$ cat src/rtl/serve_sequencer.sv
// serve_sequencer: serve/launch/settle/play/cool-down game-flow FSM with server rotation and free-running seed counter.
module serve_sequencer #(
  parameter int SETTLE_CYCLES = 24,
  parameter int SERVE_ROTATE  = 2,
  parameter int COOL_CYCLES   = 48
) (
  input  logic       clk_1,
  input  logic       rst_n,
  input  logic       new_game,
  input  logic       serve_req_a,
  input  logic       serve_req_b,
  input  logic       ball_out,
  input  logic       game_over,
  output logic       Initial_ball,
  output logic [8:0] cnt,
  output logic       ball_valid,
  output logic       server,
  output logic       busy,
  output logic [2:0] state
);
  localparam logic [2:0] S_IDLE   = 3'd0;
  localparam logic [2:0] S_LAUNCH = 3'd1;
  localparam logic [2:0] S_SETTLE = 3'd2;
  localparam logic [2:0] S_PLAY   = 3'd3;
  localparam logic [2:0] S_COOL   = 3'd4;
  localparam logic [2:0] S_HALT   = 3'd5;
  localparam logic [7:0] SETTLE_LD = 8'(SETTLE_CYCLES - 1);
  localparam logic [7:0] COOL_LD   = 8'(COOL_CYCLES - 1);
  localparam logic [3:0] ROT_LAST  = 4'(SERVE_ROTATE - 1);

  logic [2:0] r_state;
  logic [7:0] r_timer;
  logic [3:0] r_rot;
  logic       r_server;
  logic [8:0] r_cnt;
  logic       r_init;
  logic       r_valid;
  logic       r_busy;
  logic [2:0] w_next;
  logic [7:0] w_timer;
  logic [3:0] w_rot;
  logic       w_server;
  logic       w_accept;
  logic       w_point;
  logic       w_init;
  logic       w_valid;
  logic       w_busy;

  assign w_accept = r_server ? serve_req_b : serve_req_a;
  assign w_point  = (r_state == S_PLAY) && ball_out;

  always_ff @(posedge clk_1 or negedge rst_n) begin
    if (!rst_n) r_state <= S_IDLE;
    else        r_state <= w_next;
  end

  // The settle timer is loaded on entry to LAUNCH so the launch cycle itself counts toward the settle delay.
  always_comb begin
    w_next  = S_IDLE;
    w_timer = r_timer;
    if (new_game) begin
      w_next  = S_IDLE;
      w_timer = '0;
    end else if (game_over && r_state != S_HALT) begin
      w_next = S_HALT;
    end else begin
      case (r_state)
        S_IDLE: begin
          w_next  = w_accept ? S_LAUNCH : S_IDLE;
          w_timer = w_accept ? SETTLE_LD : r_timer;
        end
        S_LAUNCH: begin
          w_next  = S_SETTLE;
          w_timer = r_timer - 8'd1;
        end
        S_SETTLE: begin
          w_next  = (r_timer == 8'd0) ? S_PLAY : S_SETTLE;
          w_timer = (r_timer == 8'd0) ? r_timer : r_timer - 8'd1;
        end
        S_PLAY: begin
          w_next  = ball_out ? S_COOL : S_PLAY;
          w_timer = ball_out ? COOL_LD : r_timer;
        end
        S_COOL: begin
          w_next  = (r_timer == 8'd0) ? S_IDLE : S_COOL;
          w_timer = (r_timer == 8'd0) ? r_timer : r_timer - 8'd1;
        end
        S_HALT:  w_next = S_HALT;
        default: w_next = S_IDLE;
      endcase
    end
  end

  // Rotation tracks every finished point, even one that coincides with game_over.
  always_comb begin
    w_rot    = r_rot;
    w_server = r_server;
    if (new_game) begin
      w_rot    = '0;
      w_server = 1'b0;
    end else if (w_point) begin
      w_rot    = (r_rot == ROT_LAST) ? 4'd0 : r_rot + 4'd1;
      w_server = (r_rot == ROT_LAST) ? ~r_server : r_server;
    end
  end

  always_comb begin
    w_init  = (w_next == S_LAUNCH);
    w_valid = (w_next == S_PLAY);
    w_busy  = (w_next == S_LAUNCH) || (w_next == S_SETTLE) || (w_next == S_PLAY) || (w_next == S_COOL);
  end

  always_ff @(posedge clk_1 or negedge rst_n) begin
    if (!rst_n) begin
      r_timer  <= '0;
      r_rot    <= '0;
      r_server <= 1'b0;
      r_cnt    <= '0;
      r_init   <= 1'b0;
      r_valid  <= 1'b0;
      r_busy   <= 1'b0;
    end else begin
      r_timer  <= w_timer;
      r_rot    <= w_rot;
      r_server <= w_server;
      r_cnt    <= r_cnt + 9'd1;
      r_init   <= w_init;
      r_valid  <= w_valid;
      r_busy   <= w_busy;
    end
  end

  assign Initial_ball = r_init;
  assign cnt          = r_cnt;
  assign ball_valid   = r_valid;
  assign server       = r_server;
  assign busy         = r_busy;
  assign state        = r_state;
endmodule

$ cat config.mk
export PLATFORM = sky130hd
export DESIGN_NAME = serve_sequencer
export DESIGN_NICKNAME = d
export VERILOG_FILES = /design/src/rtl/serve_sequencer.sv
export SDC_FILE = /design/constraint.sdc
export NUM_CORES = 1
export LEC_CHECK = 0
export ABC_AREA = 1
export CORE_AREA = 2 2 65 67
export CTS_BUF_LIST = sky130_fd_sc_hd__clkbuf_8 sky130_fd_sc_hd__clkbuf_16
export DETAILED_ROUTE_END_ITERATION = 8
export DIE_AREA = 0 0 67 69
export PLACE_DENSITY_LB_ADDON = 0.25
export SLEW_MARGIN = 20
export SYNTH_ARGS = -nofsm -noshare
export SYNTH_HDL_FRONTEND = slang
export SYNTH_SLANG_ARGS = --single-unit
export TNS_END_PERCENT = 10
$ cat constraint.sdc
create_clock -name clk_1 -period 1.7 [get_ports clk_1]
set_input_delay 0.51 -clock clk_1 [delete_from_list [all_inputs] [get_ports clk_1]]
set_output_delay 0.51 -clock clk_1 [all_outputs]
set_load 0.01 [all_outputs]
==> After elaboration in Yosys (flattened, before gate mapping) <==
Cells that the tools add are included.
Widths: inputs -> output; s select.
{ "totals": {"register_bits": 28, "input_bits": 7, "word_cells": 60} }
{ "classes": {"n_reduce_logical": 13, "bitwise_logic": 1, "eq_ne": 15, "mux": 20, "add_sub_neg": 3} }
{ "op_table": {"columns": ["operator", "n"], "rows": [
  ["$mux 8", 5],
  ["$pmux 8 s4", 1],
  ["$pmux 3 s6", 1],
  ["$eq 3x2->1 const B", 4],
  ["$mux 3", 4],
  ["$mux 4", 3],
  ["$ne 3x3->1 const B", 4],
  ["$add 9x1->9 const B", 1],
  ["$eq 3x3->1 const B", 3],
  ["$logic_not 8->1", 1],
  ["$sub 8x1->8 const B", 1],
  ["$eq 3x1->1 const B", 2],
  ["$mux 1", 6],
  ["$reduce_and 5->1", 1],
  ["$reduce_bool 5->1", 1],
  ["$add 4x1->4 const B", 1],
  ["$eq 4x1->1 const B", 1],
  ["$reduce_bool 2->1", 2],
  ["$logic_not 3->1", 1],
  ["$logic_or 1x1->1", 3],
  ["$logic_and 1x1->1", 2],
  ["$ne 2x2->1 const B", 1],
  ["$reduce_and 2->1", 1],
  ["$reduce_or 2->1", 1],
  ["$not 1->1", 1]
]} }

==> Logic depth before layout (Yosys ltp) <==
Gate-level depths: netlist (run 1).
{ "depth": {"ltp_word": 9, "depth_mapped": 11, "mapped_depth_nobuf": 11} }

==> Worst setup path after synthesis (run 1) <==
No wires, ideal clock.
{ "synth_timing": {"path_type": "register -> register", "startpoint": "register r_timer[0]", "endpoint": "register r_busy, in the netlist busy", "stages_incl_launch_ff": 12, "n_path_buf": 0, "arrival_ns": 1.289, "period_less_slack_ns": 1.402, "path_slack_ns": 0.298, "setup_time_ns": 0.113, "cell_sequence": "dfrtp_1 -> inv_1 -> ha_1 -> nand2_1 -> nor2_1 -> nand3_1 -> nand3_1 -> nand2_1 -> nand2_1 -> nand2_1 -> nand2_1 -> inv_1"} }
{ "synth_between": {"elab_chain_len": 9, "elab_cells_between_ends": 13, "classes_between": "eq/ne (4); mux (5); reduce/logical (4)"} }
{ "synth_rtl": {"columns": ["item", "line", "rtl"], "rows": [
  ["start, declared", "32", "logic [7:0] r_timer;"],
  ["start signal, assigned", "123", "r_timer <= w_timer;"],
  ["$logic_not 8->1 (*)", "77, 85", null],
  ["$mux 1 or $mux 3 (tied branches)", "77, 85", null],
  ["$pmux 3 s6 (*)", "67", "case (r_state)"],
  ["$mux 3 (*)", "64", "end else if (game_over && r_state != S_HALT) begin"],
  ["$mux 3 (*)", "61", "if (new_game) begin"],
  ["$eq 3x1->1 or $eq 3x2->1 (tied branches)", "110", "w_busy = (w_next == S_LAUNCH) || (w_next == S_SETTLE) || (w_next == S_PLAY) || (w_next == S_COOL);"],
  ["$logic_or 1x1->1 (2 in series)", "110", null],
  ["$logic_or 1x1->1 (*)", "110", null],
  ["net w_busy", "47", "logic w_busy;"],
  ["end signal, assigned", "129", "r_busy <= w_busy;"],
  ["end, declared", "38", "logic r_busy;"]
]} }
Mark *: on every way through the listed nets, which the timed path passes. The rest lies on a longest branch.
A chain may end at the register's enable or synchronous reset.

==> Final worst setup path (run 1) <==
{ "layout_timing": {"startpoint": "register r_valid, in the netlist ball_valid", "endpoint": "output ball_valid"} }
{ "layout_rtl": {"columns": ["item", "line", "rtl"], "rows": [
  ["start, declared", "37", "logic r_valid;"],
  ["start signal, assigned", "128", "r_valid <= w_valid;"],
  ["end, declared", "16", "output logic ball_valid,"]
]} }
No word-level cell between the ends.

==> metrics.md, run 1 <==
| Metric | Value |
|---|---|
| Status | `finished, final reports clean` |
| Post-synthesis net count | `around 200` |
| H-tree depth | `1` |
| Leak Pwr | `1.029 nW` |
| Period utilisation layout | `roughly 97%` |
| Max_cap viols | `0` |
| Most common cell after layout, fill and taps aside | `nand2_1` |
| Peak supply drop | `between 0.3 and 0.4 mV` |
| Setup CP Type | `flop to output pin` |
| Minimum clock period | `roughly 1.6 ns` |
| Vias/cell | `around 4.8` |
| DR pass1 iterations | `5` |
| Port Buffers | `22` |
| Vias in the first global route | `between 1,000 and 1,500` |
| Setup ws final | `0.05213 ns` |
| Non-filler instance count after layout | `270` |
| Crit-path cells | `clkdlybuf4s50_1` |
| P_sw | `between 0.5 and 0.6 mW` |
| Reg clk slew, reported paths | `around 0.1 ns` |
| Multi-input gate area in the final layout | `~700 um^2` |
| Cell Area, Synth | `1513 um^2` |
| TritonCTS clock tree | `yes` |
| Detail Route Antenna Nets | `0` |
| Synth warnings | `0` |
| Worst Skew | `0.002955 ns` |
| Drt first-iter violations | `62` |
| Die width | `roughly 67 um` |
| Top-level I/O count | `23` |
| Die height | `between 60 and 70 um` |
| Synth Register Bits | `28` |
| Fraction of registers with async set/reset | `100.0%` |
| Rows | `23` |
| WL per Instance | `11.10 um` |
| Final Hold Viols | `0` |
| Power density cells | `~880 nW/um^2` |
| Largest net degree at the start of global routing | `29` |
| Place WS | `-0.1254 ns` |
| Post-DP HPWL | `2155 um` |
| Setup-failing EPs final | `0` |
| Number of library cell types mapped by synthesis | `25` |
| Worst EP arrival | `around 1.1 ns` |
| Area Overhead vs Synth | `28.29%` |
| N_diodes | `0` |
| Max Transition Viols Final | `0` |
| Max FO, Critical Path | `1` |
| Max clock buf depth | `2` |
| TritonCTS Sinks | `28` |
| CP Launch Type | `flop` |
| Slew @ Worst Pin | `about 0.28 ns` |
| Crit-path max cell delay | `0.52 ns` |
| Fmax | `approximately 0.61 GHz` |
| Routed Wire Length | `about 3000 um` |
| Initial antenna violation count | `0` |
| Register area | `around 700 um^2` |
| Initial core utilization | `38.65%` |
| Worst EP required | `between 1 and 1.5 ns` |
| RR Startpoint | `r_timer[0]` |
| Total power | `1.708 mW` |
| Drt drc | `0` |
| CP endpoint kind | `output pin` |
| Root buffer cell | `clkbuf_8` |
| Clock latency on the worst-skew pair | `between 0.2 and 0.3 ns` |
| Slowest CP cell | `clkdlybuf4s50_1` |
| Share of post-route cells with drive strength above 1 | `12.27%` |
| TritonCTS buffer count | `3` |
| Nets | `232` |
| HP Start | `cnt[8]` |
| Relative slew slack | `about 80%` |
| Grt total ovfl | `0` |
| Clock power share | `between 20 and 25%` |
| P_int | `approximately 1.2 mW` |
| Die ar. | `~4600 um^2` |
| Most frequent cells in the layout | `43 x nand2_1, 27 x dfrtp_1, 27 x nand3_1` |
| First-pass GRT wire length | `approximately 5200 um` |
| Core box area | `3914 um^2` |
| Routed via count | `1,297` |
| Switching fraction of total power | `32.15%` |
| CP top delay family | `buffers and inverters` |
| Flop pwr share | `44.9%` |
| Average cell area after synthesis | `8.221 um^2` |
| Total GRT Usage | `roughly 14%` |
| Comb power frac | `30.6%` |
| Start point of the critical path | `ball_valid` |
| Hold Buf Count CTS | `0` |
| Register area share after synthesis | `~46%` |
| Main synth FF type | `dfrtp_1` |
| Routability cong. | `just under 0.9` |
| Fill count | `between 300 and 400` |
| DP Cell Count | `about 260` |
| Buf+Inv Stages, Crit Path | `1` |
| Hold Path Class | `flop to flop` |
| Synth Instances | `184` |
| RSZ-0062 raised after global routing | `no` |
| Number of enable flip-flop cells after synthesis | `0` |
-- flip-flops by register name (all words and copies together), names as in the netlist --
name and flops:
ball_valid 1, r_timer 8, cnt 9, r_rot 4, server 1, state 3
Initial_ball 1, busy 1
-- worst paths after layout --
check	cells after the start	slack (ns)	to
max	1	0.05	ball_valid
min	1	0.48	cnt[8]
max reg2reg	9	0.13	Initial_ball
min reg2reg	1	0.48	cnt[8]
max in group asynchronous	2	0.97	r_timer[0]
min in group asynchronous	2	0.57	Initial_ball
-- through the flow --
step	utilization (%)	hold slack, ns	instance area (um^2)	setup TNS, ns
after global routing	49.58	0.5069	1941	0
after global placement	47.83	0.4676	1872	-1.132
after detailed placement	47.83	0.4662	1872	-1.366
final	49.58	0.4755	1941	0
after CTS	49.07	0.4788	1921	0
after floorplan	-	0.2144	1513	0
-- synthesized netlist by cell type, types with 2 or more instances --
master	count	area share, %
nand3b_1	3	1.5
nand3_1	28	9.3
a21oi_1	3	0.99
o21ai_0	3	0.99
xnor2_1	8	4.6
xor2_1	4	2.3
nand2_2	2	0.83
ha_1	4	3.3
dfrtp_1	28	46
nor2_4	3	2.2
nor3_1	5	1.7
nor2_1	14	3.5
inv_1	24	6.0
nand2_1	44	11
-- power by group through the flow --
stage          sequential (mW)  clock (mW)  combinational [mW]
6_report                 0.766       0.420               0.522
5_1_grt                  0.774       0.462               0.593
4_1_cts                  0.766       0.427               0.494
3_5_place_dp             0.783           0               0.488
3_3_place_gp             0.783           0               0.487
2_1_floorplan            0.783           0               0.331
-- timing repair --
item	CTS	global route
setup endpoints to repair	13	6
gates resized for setup	13	4
pin swaps	0	1
setup buffers	1	1
hold endpoints to repair	0	0
-- routing by layer --
layer | share of wire (%) | global-route usage, % | wire [um] | vias up
met5 | 0 | 0 | 0 | -
met4 | 2.1 | 7.937 | 63 | 0
met3 | 5.5 | 3.100 | 166 | 6
met2 | 43 | 21.12 | 1295 | 38
met1 | 49 | 19.67 | 1473 | 594
li1 | - | - | - | 659
-- area by class of cell --
cell class	count	area share, %
clock buffer	4	2.837
tap	50	3.224
timing repair buffer	33	15.60
sequential	28	36.17
inverter	26	5.158
multi-input combinational	129	37.01
-- cell families after synthesis --
logic type	synth area share, %
AOI/OAI and AO/OA	3.887
xor gates and xnor gates	6.948
adders and majority gates	3.309
buffers and inverters	6.865
DFF	46.32
and+or+nand+nor	32.67
Power figures use the tool's default switching activity.
==> run 2: changes to the inputs <==
Settings changed: PLACE_DENSITY set to 0.69, PLACE_DENSITY_LB_ADDON 0.25 to unset.
==> run 2 against run 1 <==
  * First-iteration DRC count grew 21%
  * Worst setup slack gained 0.0060 ns
  * Worst hold slack gained 0.0057 ns
  * Sequential cell count is the same
  * Clock-buffer cell count shrank 1
  * Non-clock buffer count is the same
  * Power grew 4.9%
  * Clock power grew 25%
  * Register-to-register slack gained 0.03 ns
  * Fmax grew 0.37%
  * Largest power group unchanged
==> metrics.md, run 2 (synthesized netlist as in run 1, its figures left out) <==
| Metric | Value |
|---|---|
| Status | `finished, final reports clean` |
| Largest net degree at the start of global routing | `29` |
| DP Cell Count | `264` |
| Routability cong. | `approximately 0.86` |
| Max Transition Viols Final | `0` |
| Setup-failing EPs final | `0` |
| Initial core utilization | `38.65%` |
| Area Overhead vs Synth | `28.62%` |
| Crit-path cells | `clkdlybuf4s50_1` |
| Top-level I/O count | `23` |
| M1 GR Usage | `roughly 19%` |
| First-pass GRT wire length | `~5300 um` |
| Routed Wire Length | `between 2000 and 3000 um` |
| CP top delay family | `buffers and inverters` |
| Max_cap viols | `0` |
| Routed via count | `1,274` |
| WL per Instance | `10.79 um` |
| Root buffer cell | `clkbuf_8` |
| Die width | `~67 um` |
| Peak supply drop | `approximately 0.34 mV` |
| Drt first-iter violations | `75` |
| Worst Skew | `roughly 0.0061 ns` |
| Reg clk slew, reported paths | `0.09 ns` |
| Hold path cells | `1` |
| Period utilisation layout | `~97%` |
| Minimum clock period | `between 1.5 and 2 ns` |
| Setup CP Type | `flop to output pin` |
| Busiest layer in global routing | `met2` |
| Relative slew slack | `76.77%` |
| Register area | `703.2 um^2` |
| Die ar. | `about 4600 um^2` |
| R2R depth | `9` |
| Worst EP arrival | `~1.1 ns` |
| Leak Pwr | `~1.0 nW` |
| Number of flip-flops in the largest register | `9` |
| Slowest CP cell | `clkdlybuf4s50_1` |
| Post-DP HPWL | `approximately 2200 um` |
| TritonCTS Sinks | `28` |
| Crit-path max cell delay | `0.53 ns` |
| N_diodes | `0` |
| Hold Buf Count CTS | `0` |
| Power density cells | `approximately 920 nW/um^2` |
| Non-filler instance count after layout | `270` |
| CP Launch Type | `flop` |
| Total power | `~1.8 mW` |
| Grt total ovfl | `0` |
| Hold Path Class | `flop to flop` |
| Nets | `roughly 230` |
| Die height | `between 60 and 70 um` |
| Most common cell after layout, fill and taps aside | `nand2_1` |
| Drt drc | `0` |
| H-tree depth | `1` |
| TritonCTS clock tree | `yes` |
| TNS Setup | `0 ns` |
| Vias in the first global route | `1,274` |
| Buf+Inv Stages, Crit Path | `1` |
| CP endpoint kind | `output pin` |
| Slew @ Worst Pin | `between 0.3 and 0.4 ns` |
| GR Layer Usage met2 | `23.76%` |
| DR pass1 iterations | `4` |
| Initial antenna violation count | `0` |
| Most frequent cells in the layout | `43 x nand2_1, 27 x nand3_1, 26 x dfrtp_1` |
| Port Buffers | `22` |
| Max FO, Critical Path | `1` |
| Multi-input gate area in the final layout | `approximately 700 um^2` |
| TritonCTS buffer count | `3` |
| WHS | `approximately 0.48 ns` |
| Fill count | `around 400` |
| Detail Route Antenna Nets | `0` |
| Max clock buf depth | `2` |
| Total GRT Usage | `between 10 and 15%` |
| Share of post-route cells with drive strength above 1 | `12.73%` |
| Final Hold Viols | `0` |
| WP depth | `1` |
| Rows | `23` |
| Vias/cell | `4.719` |
| Met3 global-route usage | `~2.0%` |
| Worst EP required | `~1.2 ns` |
| Fmax | `slightly above 0.6 GHz` |
| Clock latency on the worst-skew pair | `0.28 ns` |
| Core box area | `between 3000 and 4000 um^2` |
## run 2: area by class of cell
type | instances | share of cell area, %
multi-input cells | 129 | 36.91
flip-flops and latches | 28 | 36.14
repair buffers | 33 | 14.92
inverters | 26 | 5.145
well taps | 50 | 3.215
clock buffers | 3 | 2.122
clock inverters | 1 | 1.543
## run 2: per-layer routing
layer	vias up	share of wire, %	wire length [um]
li1	659	-	-
met1	582	47	1376
met2	29	47	1377
met3	4	4.4	128
met4	0	1.1	31
met5	-	0	0
## run 2: per-stage QoR
stage	instance area, um^2	util, %	worst slack [ns]
6_report	1946	49.71	0.05816
5_1_grt	1946	49.71	-0.001287
4_1_cts	1933	49.39	0.01853
3_5_place_dp	1859	47.51	-0.1483
3_3_place_gp	1859	47.51	-0.1037
2_1_floorplan	1513	-	0.2979
## run 2: path summary, 6_finish.rpt
check	slack (ns)	endpoint	startpoint
worst min register to register	0.48	cnt[0]	cnt[0]
max in group asynchronous	0.82	state[2]	rst_n
worst min-delay path	0.48	cnt[0]	cnt[0]
worst max register to register	0.16	r_timer[6]	r_timer[0]
min in group asynchronous	0.59	cnt[8]	rst_n
worst max-delay path	0.06	ball_valid	ball_valid
## run 2: where the power goes
group	switching, mW	internal [mW]	leakage [nW]
logic	0.282	0.218	0.632
clock network	0.211	0.315	0.0357
registers	0.0481	0.717	0.362
total	0.541	1.25	1.03
## run 2: what timing repair did
| action | in CTS | in global routing |
|---|---|---|
| buffers inserted | 2 | 0 |
| resized for setup | 14 | 4 |
| setup endpoints to repair | 13 | 6 |
| hold endpoints to repair | 0 | 0 |
